## config.mk

```make
export PLATFORM = sky130hd
export DESIGN_NAME = mdv_iter_unit_flat
export DESIGN_NICKNAME = d
export VERILOG_FILES = /design/src/rtl/mdv_iter_unit_if.sv /design/src/rtl/mdv_iter_unit.sv /design/src/flat_wrapper.sv
export SDC_FILE = /design/constraint.sdc
export NUM_CORES = 1
export LEC_CHECK = 0
export CORE_MARGIN = 1
export CORE_UTILIZATION = 55
export DETAILED_ROUTE_END_ITERATION = 8
export PLACE_DENSITY = 0.77
export SLEW_MARGIN = 20
export SYNTH_ARGS = -nofsm -noshare
export SYNTH_HDL_FRONTEND = slang
export SYNTH_SLANG_ARGS = --single-unit
```

## constraint.sdc

```tcl
create_clock -name clk -period 3.71 [get_ports clk]
set_input_delay 0.9275 -clock clk [delete_from_list [all_inputs] [get_ports clk]]
set_output_delay 0.9275 -clock clk [all_outputs]
set_load 0.02 [all_outputs]
```

## src/rtl/mdv_iter_unit_if.sv

```systemverilog
// Handshake and operand bus for mdv_iter_unit.
//   master: drives i_start/i_op/i_a/i_b/i_c/i_cin, observes results.
//   slave : the arithmetic unit; drives o_busy/o_done/o_hi/o_lo/o_cout.
interface mdv_iter_unit_if #(
  parameter int unsigned W = 16
) ();
  logic         i_start;
  logic         i_op;     // 1 = multiply-add, 0 = divide
  logic [W-1:0] i_a;
  logic [W-1:0] i_b;
  logic [W-1:0] i_c;
  logic         i_cin;
  logic         o_busy;
  logic         o_done;
  logic [W-1:0] o_hi;
  logic [W-1:0] o_lo;
  logic         o_cout;

  modport master (
    output i_start, i_op, i_a, i_b, i_c, i_cin,
    input  o_busy, o_done, o_hi, o_lo, o_cout
  );

  modport slave (
    input  i_start, i_op, i_a, i_b, i_c, i_cin,
    output o_busy, o_done, o_hi, o_lo, o_cout
  );
endinterface

```

## src/rtl/mdv_iter_unit.sv

```systemverilog
// Iterative multiply-add / divide unit with start/busy/done handshake.
//   MUL: {o_hi, o_lo} = i_b * i_c + i_a, o_cout = i_cin (shift-add, W steps).
//   DIV: {i_a, i_b} / i_c -> o_lo = quotient, o_hi = remainder, o_cout = 0
//        (restoring, W steps); if i_a >= i_c the operands pass through with
//        o_cout = 1 after a single step.
// Ports:
//   clk      - clock, rising edge
//   rstn_CHJ - asynchronous active-low reset
//   bus_io   - mdv_iter_unit_if slave modport (request, operands, results)
// Results hold until the next completion.
// Build option: define MDV_FASTMUL_EN to finish multiply in one step using a
// combinational multiplier; results are identical.
module mdv_iter_unit #(
  parameter int unsigned W = 16
) (
  input logic          clk,
  input logic          rstn_CHJ,
  mdv_iter_unit_if.slave bus_io
);

  localparam int unsigned CntW = $clog2(W + 1);

  typedef enum logic [1:0] {StIdle, StMul, StDiv, StDone} state_e;

  state_e          state_q;
  logic [CntW-1:0] cnt_q;
  logic [2*W-1:0]  acc_q;    // MUL: running sum; DIV: {remainder, quotient/dividend low}
  logic [2*W-1:0]  mcand_q;  // MUL: multiplicand, shifted left each step
  logic [W-1:0]    opc_q;    // MUL: multiplier, shifted right; DIV: divisor
  logic            cin_q;
  logic            busy_q;
  logic            done_q;
  logic [W-1:0]    hi_q;
  logic [W-1:0]    lo_q;
  logic            cout_q;

  logic            last_step;
  assign last_step = (cnt_q == CntW'(W - 1));

`ifdef MDV_FASTMUL_EN
  logic [2*W-1:0] mul_res;
  assign mul_res = ((2*W)'(mcand_q[W-1:0]) * (2*W)'(opc_q)) + acc_q;
`else
  logic [2*W-1:0] mul_step;
  assign mul_step = acc_q + (opc_q[0] ? mcand_q : '0);
`endif

  // Restoring division step: shift {rem, quo} left, trial-subtract divisor.
  logic [W:0]     div_trial;
  logic [W:0]     div_diff;
  logic           div_ge;
  logic [W-1:0]   div_rem_nx;
  logic [2*W-1:0] div_next;
  logic           div_ovf;

  assign div_trial  = {acc_q[2*W-1:W], acc_q[W-1]};
  assign div_diff   = div_trial - {1'b0, opc_q};
  assign div_ge     = (div_trial >= {1'b0, opc_q});
  assign div_rem_nx = div_ge ? div_diff[W-1:0] : div_trial[W-1:0];
  assign div_next   = {div_rem_nx, acc_q[W-2:0], div_ge};
  // Only meaningful on the first step; afterwards remainder < divisor holds.
  assign div_ovf    = (acc_q[2*W-1:W] >= opc_q);

  always_ff @(posedge clk or negedge rstn_CHJ) begin
    if (!rstn_CHJ) begin
      state_q <= StIdle;
      cnt_q   <= '0;
      acc_q   <= '0;
      mcand_q <= '0;
      opc_q   <= '0;
      cin_q   <= 1'b0;
      busy_q  <= 1'b0;
      done_q  <= 1'b0;
      hi_q    <= '0;
      lo_q    <= '0;
      cout_q  <= 1'b0;
    end else begin
      case (state_q)
        StIdle: begin
          if (bus_io.i_start) begin
            acc_q   <= bus_io.i_op ? {{W{1'b0}}, bus_io.i_a} : {bus_io.i_a, bus_io.i_b};
            mcand_q <= {{W{1'b0}}, bus_io.i_b};
            opc_q   <= bus_io.i_c;
            cin_q   <= bus_io.i_cin;
            cnt_q   <= '0;
            busy_q  <= 1'b1;
            state_q <= bus_io.i_op ? StMul : StDiv;
          end
        end
        StMul: begin
`ifdef MDV_FASTMUL_EN
          {hi_q, lo_q} <= mul_res;
          cout_q  <= cin_q;
          busy_q  <= 1'b0;
          done_q  <= 1'b1;
          state_q <= StDone;
`else
          acc_q   <= mul_step;
          mcand_q <= mcand_q << 1;
          opc_q   <= opc_q >> 1;
          cnt_q   <= cnt_q + CntW'(1);
          if (last_step) begin
            {hi_q, lo_q} <= mul_step;
            cout_q  <= cin_q;
            busy_q  <= 1'b0;
            done_q  <= 1'b1;
            state_q <= StDone;
          end
`endif
        end
        StDiv: begin
          if ((cnt_q == '0) && div_ovf) begin
            {hi_q, lo_q} <= acc_q;
            cout_q  <= 1'b1;
            busy_q  <= 1'b0;
            done_q  <= 1'b1;
            state_q <= StDone;
          end else begin
            acc_q <= div_next;
            cnt_q <= cnt_q + CntW'(1);
            if (last_step) begin
              {hi_q, lo_q} <= div_next;
              cout_q  <= 1'b0;
              busy_q  <= 1'b0;
              done_q  <= 1'b1;
              state_q <= StDone;
            end
          end
        end
        StDone: begin
          done_q  <= 1'b0;
          state_q <= StIdle;
        end
        default: state_q <= StIdle;
      endcase
    end
  end

  assign bus_io.o_busy = busy_q;
  assign bus_io.o_done = done_q;
  assign bus_io.o_hi   = hi_q;
  assign bus_io.o_lo   = lo_q;
  assign bus_io.o_cout = cout_q;

endmodule

```

## src/flat_wrapper.sv

```systemverilog
// flat-port wrapper written by rule: the top's interface ports become plain ports
module mdv_iter_unit_flat 
#(
  parameter int unsigned W = 16
)
  (clk, rstn_CHJ, bus_io_i_start, bus_io_i_op, bus_io_i_a, bus_io_i_b, bus_io_i_c, bus_io_i_cin, bus_io_o_busy, bus_io_o_done, bus_io_o_hi, bus_io_o_lo, bus_io_o_cout);
  mdv_iter_unit_if #(.W(W)) bus_io_i ();
  input logic clk;
  input logic rstn_CHJ;
  input wire logic [$bits(bus_io_i.i_start)-1:0] bus_io_i_start;
  input wire logic [$bits(bus_io_i.i_op)-1:0] bus_io_i_op;
  input wire logic [$bits(bus_io_i.i_a)-1:0] bus_io_i_a;
  input wire logic [$bits(bus_io_i.i_b)-1:0] bus_io_i_b;
  input wire logic [$bits(bus_io_i.i_c)-1:0] bus_io_i_c;
  input wire logic [$bits(bus_io_i.i_cin)-1:0] bus_io_i_cin;
  output wire logic [$bits(bus_io_i.o_busy)-1:0] bus_io_o_busy;
  output wire logic [$bits(bus_io_i.o_done)-1:0] bus_io_o_done;
  output wire logic [$bits(bus_io_i.o_hi)-1:0] bus_io_o_hi;
  output wire logic [$bits(bus_io_i.o_lo)-1:0] bus_io_o_lo;
  output wire logic [$bits(bus_io_i.o_cout)-1:0] bus_io_o_cout;
  assign bus_io_i.i_start = bus_io_i_start;
  assign bus_io_i.i_op = bus_io_i_op;
  assign bus_io_i.i_a = bus_io_i_a;
  assign bus_io_i.i_b = bus_io_i_b;
  assign bus_io_i.i_c = bus_io_i_c;
  assign bus_io_i.i_cin = bus_io_i_cin;
  assign bus_io_o_busy = bus_io_i.o_busy;
  assign bus_io_o_done = bus_io_i.o_done;
  assign bus_io_o_hi = bus_io_i.o_hi;
  assign bus_io_o_lo = bus_io_i.o_lo;
  assign bus_io_o_cout = bus_io_i.o_cout;
  mdv_iter_unit #(.W(W)) u_core (.clk(clk), .rstn_CHJ(rstn_CHJ), .bus_io(bus_io_i));
endmodule
```

# Yosys cells after proc, flatten, opt, wreduce, memory -nomap -nowiden
# Index checks and enable logic that the tools add are counted.
# Widths: inputs -> output; s select.
# word_totals
input_bits	53
latch_bits	0
mem_bits_rw	0
rom_bits	0
ff_bits	123
memories	0
word_cells	73
output_inout_bits	35
# op_classes
add_sub_neg	3
div	0
magnitude_cmp	2
eq_ne	8
n_shift	0
n_mul	0
reduce_logical	12
n_bitwise	0
mux	37
# ops
operator	count
$mux 32	5
$mux 16	8
$pmux 16 s2	3
$pmux 32 s3	1
$pmux 32 s2	1
$add 32x32->32	1
$ge 17x16->1	1
$ge 16x16->1	1
$sub 16x16->16	1
$pmux 5 s3	1
$mux 5	2
$mux 1	8
$mux 2	4
$pmux 2 s4	1
$pmux 1 s3	2
$reduce_and 2->1	3
$reduce_and 3->1	2
$reduce_bool 3->1	2
$add 5x1->5 const B	1
$eq 5x4->1 const B	1
$logic_not 5->1	1
$eq 2x2->1 const B	2
$ne 2x2->1 const B	2
$reduce_bool 2->1	2
6 further kinds	6

# Longest topological paths before layout
# Gate-level depths: netlist (run 1).
# logic_depth
word_depth	5
ltp_mapped	13
depth_no_buf	13

# Worst setup path before layout (run 1)
# OpenSTA, ideal clock, no wires.
# synth_path
kind	register -> register
start	reg u_core.opc_q[0]
end	reg u_core.acc_q[28]
path_buffers	1
setup_time_ns	0.141
arrival_ns	2.877
synth_period_minus_slack_ns	3.018
setup_slack_ns	0.692
t_required_ns	3.569
path_stages_with_launch	13
path_cell_list	dfrtp_1 clkbuf_1 and2_1 fa_1 a211oi_1 o211ai_1 a2111oi_2 o31a_1 nor4_1 nor3_1 xnor2_1 a221oi_1 a211oi_1
# synth_between
elab_chain_cells	4
elab_cells_between_ends	11
classes_between	add/sub (2); order compare (2); eq/ne (1); mux (4); reduce/logical (2)
# synth_rtl
element	line_no	text
start, declared	mdv_iter_unit.sv:29	logic [W-1:0] opc_q;
start signal, assigned	mdv_iter_unit.sv:83	opc_q <= bus_io.i_c;
start signal, assigned	mdv_iter_unit.sv:100	opc_q <= opc_q >> 1;
$sub 16x16->16, or another cell as far along	mdv_iter_unit.sv:57	assign div_diff = div_trial - {1'b0, opc_q};
$mux 16 / $logic_and 1x1->1 (equally long branches)	mdv_iter_unit.sv:59, mdv_iter_unit.sv:112	
$mux 32 / $ne 2x2->1 (equally long branches)	-	
$pmux 32 s3 / $reduce_and 3->1 (equally long branches)	-	
end signal, assigned	mdv_iter_unit.sv:81	acc_q <= bus_io.i_op ? {{W{1'b0}}, bus_io.i_a} : {bus_io.i_a, bus_io.i_b};
end signal, assigned	mdv_iter_unit.sv:98	acc_q <= mul_step;
end signal, assigned	mdv_iter_unit.sv:119	acc_q <= div_next;
end, declared	mdv_iter_unit.sv:27	logic [2*W-1:0] acc_q;
# Several ways; a longest one is shown, not always the timed one. The select of a mux whose other input is x is not followed.
# A chain may end at the register's enable or synchronous reset.

# Worst setup path after layout (run 1)
# layout_path
start	reg u_core.opc_q[0]
end	reg u_core.acc_q[24]
# Same word-level chain as after synthesis.

==> summary.md, run 1 <==
After the first detailed-routing iteration, the DRC count stood at 856. Dividing the detail-routed via count by the number of cells gives 6.27. The startpoint type of the worst setup path is a flop. The dominant cell type by count on the critical path is sky130_fd_sc_hd__a211oi_1.

The routability-driven placement congestion ratio is 0.966. The core region is 16700 µm². The wire-length estimate of the detail-placed layout is 21500 µm.

The signal on the critical path passes through buf_12 > and2_1 > ha_1 > fa_1 > a211oi_1 > o211ai_1 > a2111oi_4 > o31a_1 > o221ai_1 > xor2_1 > a221oi_1 > a211oi_1. The final wirelength is 29100 µm, and the number of placement rows is 47. Yosys printed 0 warnings.

In the global route stage, overall resource usage came out at 33.8%. The number of distinct library cells after synthesis is 67, and the normalized max-slew margin is 48.8%. The post-route minimum period is 3.51 ns.

The synthesis-stage register bit count works out to 123. The worst endpoint required time came out at 4.00 ns. The CTS root buffer was sky130_fd_sc_hd__clkbuf_16. A synthesized cell averages 8.37 µm². After filler insertion, the fill cell instance count of the layout stands at 1421. STA classifies the critical path endpoint as a flop. Input and output buffers added on the ports amount to 87. The final setup slack of the worst path was 0.197 ns; the delay of the slowest critical-path stage was 0.43 ns. In the final routing, the length of wire on met1 measures 12400 µm. With fillers left out, the area of the finished cells amounts to 11300 µm². By startpoint and endpoint, the worst setup path is classified as flop to flop. The worst endpoint data arrival time is 3.81 ns. The tools report the reg-to-reg startpoint as u_core.opc_q[0]. The most frequent standard cell in the layout excluding fill and tap cells is sky130_fd_sc_hd__nand2_1. From left edge to right edge, the die measures 133 µm.

The total area of multi-input combinational cells was 6010 µm²; the number of buffers added for setup after CTS was 0. End point of the most critical hold path: u_core.bus_io.o_lo[13]. The pre-CTS worst setup slack is 0.208 ns. The logs give 5 for the first-pass iteration count of the detailed router and 1134 for the cell count after synthesis. The tools report the TritonCTS buffer count as 17.

Hold repair after CTS inserted 0 buffers. The clock net sink count was 123. The most used flip-flop cell after synthesis is sky130_fd_sc_hd__dfrtp_1. In this run, synthesis inferred 0 flip-flops with an integrated enable. The topmost layer with routed signal wires is met4. The area growth from synthesis to final layout came out at 18.9%.

Cells with a size suffix above 1 make up 8.09% of the layout. The post-route setup TNS came out at 0 ns. The die area was 17800 µm²; the wire length per cell was 20.2 µm. Total of cells resized after clock tree synthesis: 0. The amount of wire on met3 after detailed routing was 2930 µm. Share of synthesized area occupied by flip-flops and latches: 32.4%.

For the met2 wire length, the log shows 12800 µm. In this run the worst path has a maximum fanout of 35. In the layout the commonest cells are sky130_fd_sc_hd__nand2_1 (149), sky130_fd_sc_hd__dfrtp_1 (123), sky130_fd_sc_hd__a21oi_1 (120). The number of cells on the worst reg-to-reg path is 12. The logs give 67.5% for the final design utilization and 0.285 GHz for the highest attainable clock frequency. Setup repair after global routing left no endpoint under its margin. Via count: 9063.

For the pin with the worst max-slew slack, the measured transition is 0.768 ns. The class of the tightest hold or removal check is flop to flop. The sequential cells in the finished layout cover a total of 3080 µm². The run gives 88 as the I/O pin count.

The library cell contributing the largest single delay on the critical path is sky130_fd_sc_hd__fa_1. For this run, asynchronously set or reset flops after synthesis account for 100%. The run finished with clean final reports. Number of global-route vias before repair: 8548. The worst setup skew after layout came out at 0.0141 ns. In this run the most critical hold path is launched from u_core.bus_io.o_lo[13]. The number of nets in the final layout was 1337; the synthesized cell area was 9490 µm². The number of cells on the worst hold path was 2. For the H-tree depth, the log shows 4. The cell type contributing the most total cell area after synthesis was sky130_fd_sc_hd__dfrtp_1. The tools report the antenna violation net count after detailed routing as 0. The number of antenna violations at the first check in global routing was 1. The floorplan step set the die height to 133 µm. The logs give 79 for the pin count of the biggest net entering global routing and 2 for the maximum root-to-sink buffer count.

Summed over its instances, the top area cell type makes up 32.4% of the synthesized netlist area. The internal reg-to-reg setup slack came out at 0.20 ns. The tools report the critical register-to-register path endpoint as u_core.acc_q[24].

The number of nets in the synthesized netlist is 1260, and the later-pin clock latency in the skew report is 0.44 ns. The final number of setup-violating endpoints was 0. After detailed routing, the number of remaining DRC violations is 0. Final max-slew violation count: 0. In the post-synthesis netlist, the biggest area contributors are sky130_fd_sc_hd__dfrtp_1 (32%), sky130_fd_sc_hd__ha_1 (9.4%), sky130_fd_sc_hd__a21oi_1 (6.4%). The starting utilization of the core area is 56.8%, and the final clock period utilization by the worst path is 94.7%. The tool flagged a number of max-cap violations equal to 0. The tools report the final count of hold timing violations as 0.

The first global-routing pass estimated 46400 µm of wire. After global routing the overflow that remains totals 0. The most critical setup path has its startpoint at u_core.opc_q[0]. Once placement finished, the instance area stood at 10700 µm². TritonCTS built the clock tree. The post-CTS clock slew at the launch and capture registers of the worst setup and hold paths came out at 0.06 ns.
cell type report:
| class | instances | share of cell area [%] |
|---|---|---|
| diodes | 1 | 0.0222 |
| clock buffers | 20 | 4.14 |
| clock inverters | 12 | 1.24 |
| inverters | 37 | 1.23 |
| multi-input cells | 910 | 53.3 |
| flip-flops and latches | 123 | 27.3 |
| well taps | 220 | 2.44 |
| repair buffers | 122 | 10.3 |
how the worst max path moves through the flow:
stage | end | slack (ns) | cells after the start
after floorplan | u_core.acc_q[28] | 0.69 | 12
after CTS | u_core.acc_q[24] | 0.17 | 12
after global routing | u_core.acc_q[28] | 0.03 | 13
final | u_core.acc_q[24] | 0.20 | 12
after detailed placement | u_core.acc_q[24] | 0.21 | 12
after global placement | u_core.acc_q[28] | 0.29 | 13
worst max-delay path: cells and delay by family, from the launching register on:
kind            cells  cell delay, ns
compound gates      7            1.80
fa+ha+maj           2            0.65
flops               1            0.39
xor+xnor            1            0.19
buf+inv             1            0.17
simple gates        1            0.15
through the flow:
step	cells	hold slack [ns]
after CTS	1444	0.487
after global routing	1444	0.516
final	1445	0.480
after floorplan	1134	0.464
after detailed placement	1412	0.473
after global placement	1412	0.468
cell usage after synthesis, types with 12 or more instances:
master	n
sky130_fd_sc_hd__a21oi_1	121
sky130_fd_sc_hd__ha_1	71
sky130_fd_sc_hd__and2_1	36
sky130_fd_sc_hd__mux2i_1	53
sky130_fd_sc_hd__xor2_1	16
sky130_fd_sc_hd__mux2_2	14
sky130_fd_sc_hd__dfrtp_1	123
sky130_fd_sc_hd__nor2_1	73
sky130_fd_sc_hd__clkbuf_1	43
sky130_fd_sc_hd__a31oi_1	12
sky130_fd_sc_hd__a22o_1	28
sky130_fd_sc_hd__a21o_1	17
sky130_fd_sc_hd__o21ai_0	118
sky130_fd_sc_hd__inv_1	36
sky130_fd_sc_hd__nand2_1	149
sky130_fd_sc_hd__nand3_1	17
sky130_fd_sc_hd__a211oi_1	24
sky130_fd_sc_hd__xnor2_1	27
sky130_fd_sc_hd__a22oi_1	12
layer usage:
layer,vias to the layer above,global-route usage [%]
li1,4285,-
met1,4233,45.9
met2,472,50.6
met3,73,9.86
met4,0,13.6
met5,-,0
cells by family (layout without fill, tap and decap cells):
| group | count (synthesis) | after routing | share of synthesized area [%] |
|---|---|---|---|
| compound gates | 402 | 402 | 26.4 |
| simple gates | 325 | 325 | 15.6 |
| flops | 123 | 123 | 32.4 |
| buf+inv | 101 | 191 | 4.59 |
| fa+ha+maj | 73 | 73 | 9.79 |
| mux | 67 | 67 | 7.25 |
| xor+xnor | 43 | 43 | 3.97 |
| other cells | 0 | 1 | 0 |
sequential cells by signal, summed over array words and instances (netlist names):
| register | cells |
|---|---|
| u_core.mcand_q | 32 |
| u_core.cnt_q | 5 |
| u_core.cin_q | 1 |
| u_core.bus_io.o_lo | 16 |
| u_core.acc_q | 32 |
| u_core.opc_q | 16 |
| u_core.bus_io.o_busy | 1 |
| u_core.bus_io.o_done | 1 |
| u_core.state_q | 2 |
| u_core.bus_io.o_cout | 1 |
| u_core.bus_io.o_hi | 16 |
Power of run 1 is not shown: default switching activity piles up to over one toggle a cycle in this logic, so the estimate is an artifact.
==> run 2, diff against run 1 <==
--- a/config.mk
+++ b/config.mk
@@ -6,8 +6,10 @@
 export NUM_CORES = 1
 export LEC_CHECK = 0
+export CAP_MARGIN = 10
 export CORE_MARGIN = 1
 export CORE_UTILIZATION = 55
 export DETAILED_ROUTE_END_ITERATION = 8
 export PLACE_DENSITY = 0.77
+export REMOVE_ABC_BUFFERS = 1
 export SLEW_MARGIN = 20
 export SYNTH_ARGS = -nofsm -noshare
==> constraint.sdc (replaced) <==
create_clock -name clk -period 3.71 [get_ports clk]
set_input_delay 0.9275 -clock clk [delete_from_list [all_inputs] [get_ports clk]]
set_output_delay 0.9275 -clock clk [all_outputs]
set_load 0.05 [all_outputs]
==> run 2 against run 1 <==
Against the previous run:
- clock skew shrank 0.0015 ns
- register-to-register slack improved by 0.02 ns
- first-iteration DRC count down 18%
- setup slack better by 0.019 ns
- routed wire length decreased by 1.9%
- critical path type unchanged
- largest cell class unchanged
==> summary.md, run 2 (synthesis results as in run 1) <==
The run finished with clean final reports. Setup repair after global routing left no endpoint under its margin. The tools report the global-route congestion overflow total as 0 (unchanged). The number of vias per cell works out to 6.26 (-0.21%). The summed area of non-filler cells in the final layout was 11200 µm² (-0.68%); the maximum fanout along the worst path was 7 (-80%).

Post-route minimum period: 3.49 ns (-0.0192 ns). TritonCTS built the clock tree. The pin count of the biggest net entering global routing is 49 (-38%), and the number of I/O port buffers is 87 (unchanged). The post-CTS clock slew at the launch and capture registers of the worst setup and hold paths works out to 0.06 ns (about the same). CTS root buffer: sky130_fd_sc_hd__clkbuf_16. For the number of placement rows, the log shows 47 (unchanged).

Leaving out fill and tap cells, the most frequent cells in the layout are sky130_fd_sc_hd__nand2_1 (149), sky130_fd_sc_hd__dfrtp_1 (123), sky130_fd_sc_hd__a21oi_1 (120). The total of cells resized after clock tree synthesis is 0 (unchanged). The number of buffers added for setup after CTS was 0 (unchanged). The maximum root-to-sink buffer count was 2 (unchanged); the number of antenna cells inserted was 0 (-1). Number of nets in the final layout: 1335 (-0.15%). The worst setup skew after layout was 0.0125 ns (-0.00155 ns); the placeable core area was 16700 µm² (unchanged). The worst endpoint data arrival time was 3.77 ns (-0.04 ns). Residual DRC count: 0 (unchanged).

The tools report the startpoint type of the worst setup path as a flop. Die height: 133 µm (unchanged). The post-route worst hold slack was 0.477 ns (-0.00345 ns).

For the final max-slew violation count, the log shows 0 (unchanged). Leaving out fill and tap cells, the most frequent cell in the layout is sky130_fd_sc_hd__nand2_1. The width of the chip was 133 µm (unchanged); the detailed router's first-iteration violation count was 698 (-18%). The path class of the tightest hold or removal check is flop to flop. The tools report the via count as 9019 (-0.49%). For the final wirelength, the log shows 28600 µm (-1.9%). The logs give 33.3% (-0.51 points) for the overall routing resource usage and 56.8% (unchanged) for the starting utilization of the core area. The antenna violation net count after detailed routing is 0 (unchanged).

The first-pass iteration count of the detailed router was 5 (unchanged); the final clock period utilization by the worst path was 94.2% (-0.52 points). The run gives 0 (unchanged) as the final number of setup-violating endpoints. The worst endpoint required time was 3.98 ns (-0.02 ns); the number of global-route vias before repair was 8681 (+1.6%). Wire length per cell: 19.8 µm (-1.6%). STA classifies the critical path endpoint as a flop.

The tools report the highest attainable clock frequency as 0.286 GHz (+0.55%). The logs give 1 (unchanged) for the number of antenna violations at the first check in global routing and 10600 µm² (-0.26%) for the placement-stage cell area. The normalized max-slew margin is 42.7% (-6.1 points), and the routability-driven placement congestion ratio is 0.947 (-1.9%). The run gives 123 (unchanged) as the clock net sink count.

The slew at the pin closest to its max-slew limit was 0.860 ns (+0.0918 ns). The proportion of layout cells with a drive suffix above 1 was 7.70% (-0.39 points); the wire length of the first global-routing pass was 46300 µm (-0.13%). The I/O pin count is 88 (unchanged).

The cts-stage hold buffer count is 0 (unchanged), and the H-tree depth is 4 (unchanged). In the final layout, the registers with the most flip-flops are u_core.acc_q: 32 flops, u_core.mcand_q: 32 flops. From synthesis to final layout, the design area changed by 18.1%. The number of maximum-capacitance constraint violations is 0 (unchanged), and the later-pin clock latency in the skew report is 0.42 ns (-0.02 ns). The final count of hold timing violations is 0 (unchanged). Category of the critical setup timing path: flop to flop. The tools report the die area as 17800 µm² (unchanged). The final HPWL from detailed placement was 20800 µm (-3.4%). The tools report the TritonCTS buffer count as 17 (unchanged).
-- run 2: path summary, 6_finish.rpt --
kind,start,endpoint,slack [ns],cells after the start
max in group asynchronous,rstn_CHJ,u_core.bus_io.o_lo[12],2.39,2
worst min-delay path,u_core.bus_io.o_lo[8],u_core.bus_io.o_lo[8],0.48,2
worst max-delay path,u_core.opc_q[0],u_core.acc_q[28],0.22,12
worst max register to register,u_core.opc_q[0],u_core.acc_q[28],0.22,12
worst min register to register,u_core.bus_io.o_lo[8],u_core.bus_io.o_lo[8],0.48,2
min in group asynchronous,rstn_CHJ,u_core.cnt_q[1],0.54,1
-- run 2: per-layer routing --
metal  global-route usage (%)  share of wire, %  vias up
met5                        0                 0        -
met4                     12.8               2.8        0
met3                     6.43               6.8       71
met2                     50.5                45      373
met1                     46.9                46     4304
li1                         -                 -     4271
-- run 2: critical path: stages, from the launching register on --
cell	delay (ns)
sky130_fd_sc_hd__dfrtp_1	0.43
sky130_fd_sc_hd__and2_1	0.17
sky130_fd_sc_hd__ha_1	0.21
sky130_fd_sc_hd__fa_1	0.43
sky130_fd_sc_hd__a211oi_1	0.36
sky130_fd_sc_hd__o211ai_1	0.21
sky130_fd_sc_hd__a2111oi_2	0.46
sky130_fd_sc_hd__o31a_1	0.31
sky130_fd_sc_hd__nor4_1	0.09
sky130_fd_sc_hd__nor3_1	0.18
sky130_fd_sc_hd__xnor2_1	0.12
sky130_fd_sc_hd__a221oi_1	0.28
sky130_fd_sc_hd__a211oi_1	0.08
-- run 2: stage by stage --
stage	worst slack, ns	util (%)	setup TNS, ns	cells
global route	0.0423	67.1	0	1441
floorplan	-2.93	-	-88.70	1070
finish	0.216	67.1	0	1441
detailed placement	0.288	63.6	0	1410
CTS	0.238	67.1	0	1441
global placement	0.378	63.6	0	1410
-- run 2: cell type report --
class	count	area, µm²
multi-input cells	910	6000
repair buffers	120	1130
well taps	220	275
flip-flops and latches	123	3080
inverters	37	139
fillers	1421	5500
clock inverters	10	116
clock buffers	21	460
Power of run 2 is left out for the same reason.
==> run 3, diff against run 2 <==
Settings changed: CAP_MARGIN 10 to default, CORE_UTILIZATION 55 to 45, GPL_TIMING_DRIVEN from default to 0, PLACE_DENSITY 0.77 to 0.65.
==> run 3 against run 2 <==
Against the previous run:
- non-clock buffer count is 20 lower
- count of clock-buffer cells in the layout grew 1
- routed wire length down 1.4%
- register-to-register slack got worse by 0.05 ns
==> summary.md, run 3 (synthesis results as in run 1) <==
The run finished with clean final reports. The tools report the number of antenna violations at the first check in global routing as 0 (-1). The proportion of layout cells with a drive suffix above 1 works out to 7.33% (-0.37 points). The logs give 8707 (-3.5%) for the via count and 46.4% (-10 points) for the starting utilization of the core area. The die height works out to 147 µm (+10%).

The run gives 0 (unchanged) as the final max-slew violation count. Counting stages on the worst path, the most repeated cell is sky130_fd_sc_hd__nand2_1. The later-pin clock latency in the skew report is 0.43 ns (about the same).

In the final layout, the registers with the most flip-flops are u_core.acc_q: 32 flops, u_core.mcand_q: 32 flops. The run gives 0 (unchanged) as the final number of setup-violating endpoints. Setup repair after global routing left no endpoint under its margin. The post-CTS clock slew at the launch and capture registers of the worst setup and hold paths is 0.05 ns (about the same). The clock net sink count was 123 (unchanged).

The delay of the slowest critical-path stage works out to 0.42 ns (-0.04 ns). The tools report the startpoint type of the worst setup path as a flop. The launching instance or port of the critical path was u_core.opc_q[15]. The maximum fanout along the worst path is 21 (+14), and the worst setup skew after layout is 0.00907 ns (-0.00347 ns).

The number of maximum-capacitance constraint violations was 0 (unchanged). The width of the chip works out to 147 µm (+10%). The post-route minimum period came out at 3.54 ns (+0.0504 ns).

The logs give 21700 µm² (+22%) for the die area and 45.4% (+2.8 points) for the normalized max-slew margin. The run gives 20400 µm² (+22%) as the placeable core area. Clock tree synthesis selected as its root buffer the cell sky130_fd_sc_hd__clkbuf_16.

For this design, the slowest cell found on the critical path is sky130_fd_sc_hd__dfrtp_1. The logs give 4 (unchanged) for the H-tree depth and 0 ns (unchanged) for the post-route setup TNS. For the routability-driven placement congestion ratio, the log shows 0.892 (-5.8%). The tools report the final HPWL from detailed placement as 19800 µm (-4.6%). The top cell family by delay on the critical path was compound AO/OA/AOI/OAI gates.

The category of the critical setup timing path is flop to flop. The wire length of the first global-routing pass was 45700 µm (-1.4%); the worst endpoint required time was 4.07 ns (+0.09 ns). The first-pass iteration count of the detailed router came out at 5 (unchanged). For the number of standard cells in the layout, taps in and fillers out, the log shows 1471 (+2.1%).

For the final count of hold timing violations, the log shows 0 (unchanged). Leaving out fill and tap cells, the most frequent cell in the layout is sky130_fd_sc_hd__nand2_1. Area growth from synthesis to final layout: 19.5%. The run gives 17 (unchanged) as the TritonCTS buffer count. The buffers plus inverters on the worst setup path was 2 (+2); the wire length per cell was 19.2 µm (-3.4%). The tools report the highest attainable clock frequency as 0.282 GHz (-1.4%). The number of I/O port buffers works out to 87 (unchanged). The tools report the final wirelength as 28200 µm (-1.4%).

Leaving out fill and tap cells, the most frequent cells in the layout are sky130_fd_sc_hd__nand2_1 (148), sky130_fd_sc_hd__dfrtp_1 (122), sky130_fd_sc_hd__a21oi_1 (119). Global-route congestion overflow total: 0 (unchanged). The number of nets in the final layout is 1316 (-1.4%). The slew at the pin closest to its max-slew limit works out to 0.818 ns (-0.0424 ns). The startpoint identified for the worst register-to-register timing path is u_core.opc_q[15].

The run gives 1894 (+33%) as the number of inserted filler cells in the final layout. STA classifies the critical path endpoint as a flop. The I/O pin count was 88 (unchanged). The final clock period utilization by the worst path was 95.5% (+1.4 points). The tools report the final design utilization as 55.5% (-12 points). The number of vias per cell is 5.92 (-5.4%), and the antenna violation net count after detailed routing is 0 (unchanged). Traced cell by cell, the critical path runs through inv_1 > ha_1 > and4_1 > nand2_1 > a2111oi_2 > a21oi_4 > buf_16 > a21oi_2 > o21a_4 > nand2_1 > a211oi_1 > a221o_1. Number of global-route vias before repair: 8447 (-2.7%). The number of placed instances, taps included was 1434 (+1.7%). For the number of antenna cells inserted, the log shows 0 (unchanged). The detailed router's first-iteration violation count was 782 (+12%); the residual DRC count was 0 (unchanged). TritonCTS built the clock tree. In this run the worst hold path is classified as input port to async pin. The overall routing resource usage was 26.8% (-6.6 points). The number of placement rows was 52 (+11%); the worst endpoint data arrival time was 3.91 ns (+0.14 ns). The pin count of the biggest net entering global routing is 78 (+59%). The maximum root-to-sink buffer count is 2 (unchanged).
-- run 3: cell types whose count changed in the layout (fill, tap and decap cells not counted), moves of 2 or more --
cell	before	now
sky130_fd_sc_hd__a221oi_1	11	9
sky130_fd_sc_hd__a221oi_2	0	2
sky130_fd_sc_hd__buf_16	0	5
sky130_fd_sc_hd__buf_4	33	5
sky130_fd_sc_hd__buf_8	0	2
sky130_fd_sc_hd__clkinv_2	3	5
sky130_fd_sc_hd__clkinv_4	2	0
sky130_fd_sc_hd__ha_4	0	2
sky130_fd_sc_hd__nor2_1	73	71
sky130_fd_sc_hd__nor2_2	0	2
sky130_fd_sc_hd__o21a_4	0	2
sky130_fd_sc_hd__o21ai_0	117	115
sky130_fd_sc_hd__o21ai_1	3	5
-- run 3: final cells by class --
type,count,area (µm²),area share [%]
flip-flops and latches,123,3080,27.2
inverters,37,140,1.24
well taps,270,338,2.98
multi-input cells,911,6090,53.7
clock inverters,8,118,1.04
repair buffers,100,1090,9.64
clock buffers,22,474,4.18
-- run 3: repair_timing --
item | in CTS | in global routing
setup buffers | 4 | 2
endpoints found under the setup margin | 71 | 19
pin swaps | 3 | 2
gates cloned | 0 | 1
resized for setup | 5 | 9
hold buffers | 0 | 0
-- run 3: layer usage --
metal | up-vias | GRT usage [%] | share of wire [%]
met4 | 0 | 7.11 | 2.0
met2 | 271 | 41.0 | 45
li1 | 4234 | - | -
met3 | 44 | 5.50 | 5.6
met5 | - | 0 | 0
met1 | 4158 | 38.2 | 48
-- run 3: worst register-to-register path, stage by stage (launching register included) --
cell,delay (ns)
sky130_fd_sc_hd__dfrtp_1,0.42
sky130_fd_sc_hd__inv_1,0.18
sky130_fd_sc_hd__ha_1,0.36
sky130_fd_sc_hd__and4_1,0.24
sky130_fd_sc_hd__nand2_1,0.10
sky130_fd_sc_hd__a2111oi_2,0.40
sky130_fd_sc_hd__a21oi_4,0.14
sky130_fd_sc_hd__buf_16,0.20
sky130_fd_sc_hd__a21oi_2,0.42
sky130_fd_sc_hd__o21a_4,0.29
sky130_fd_sc_hd__nand2_1,0.25
sky130_fd_sc_hd__a211oi_1,0.32
sky130_fd_sc_hd__a221o_1,0.15
-- run 3: final timing paths --
path	end	slack [ns]	cells after the start
max	u_core.bus_io.o_hi[11]	0.17	12
min	u_core.bus_io.o_lo[12]	0.40	1
min in group clk	u_core.bus_io.o_lo[6]	0.48	2
max in group asynchronous	u_core.opc_q[0]	2.54	2
max reg2reg	u_core.bus_io.o_hi[11]	0.17	12
min reg2reg	u_core.bus_io.o_lo[6]	0.48	2
-- run 3: metrics by stage --
step                worst slack (ns)  hold slack [ns]  area [µm²]
CTS                        0.0000657            0.415       11300
finish                         0.166            0.404       11300
floorplan                      -2.93            0.464        9190
global route                  0.0230            0.416       11300
global placement               -7.45            0.461       10400
detailed placement            -0.963            0.469       10600
Power of run 3 is left out for the same reason.
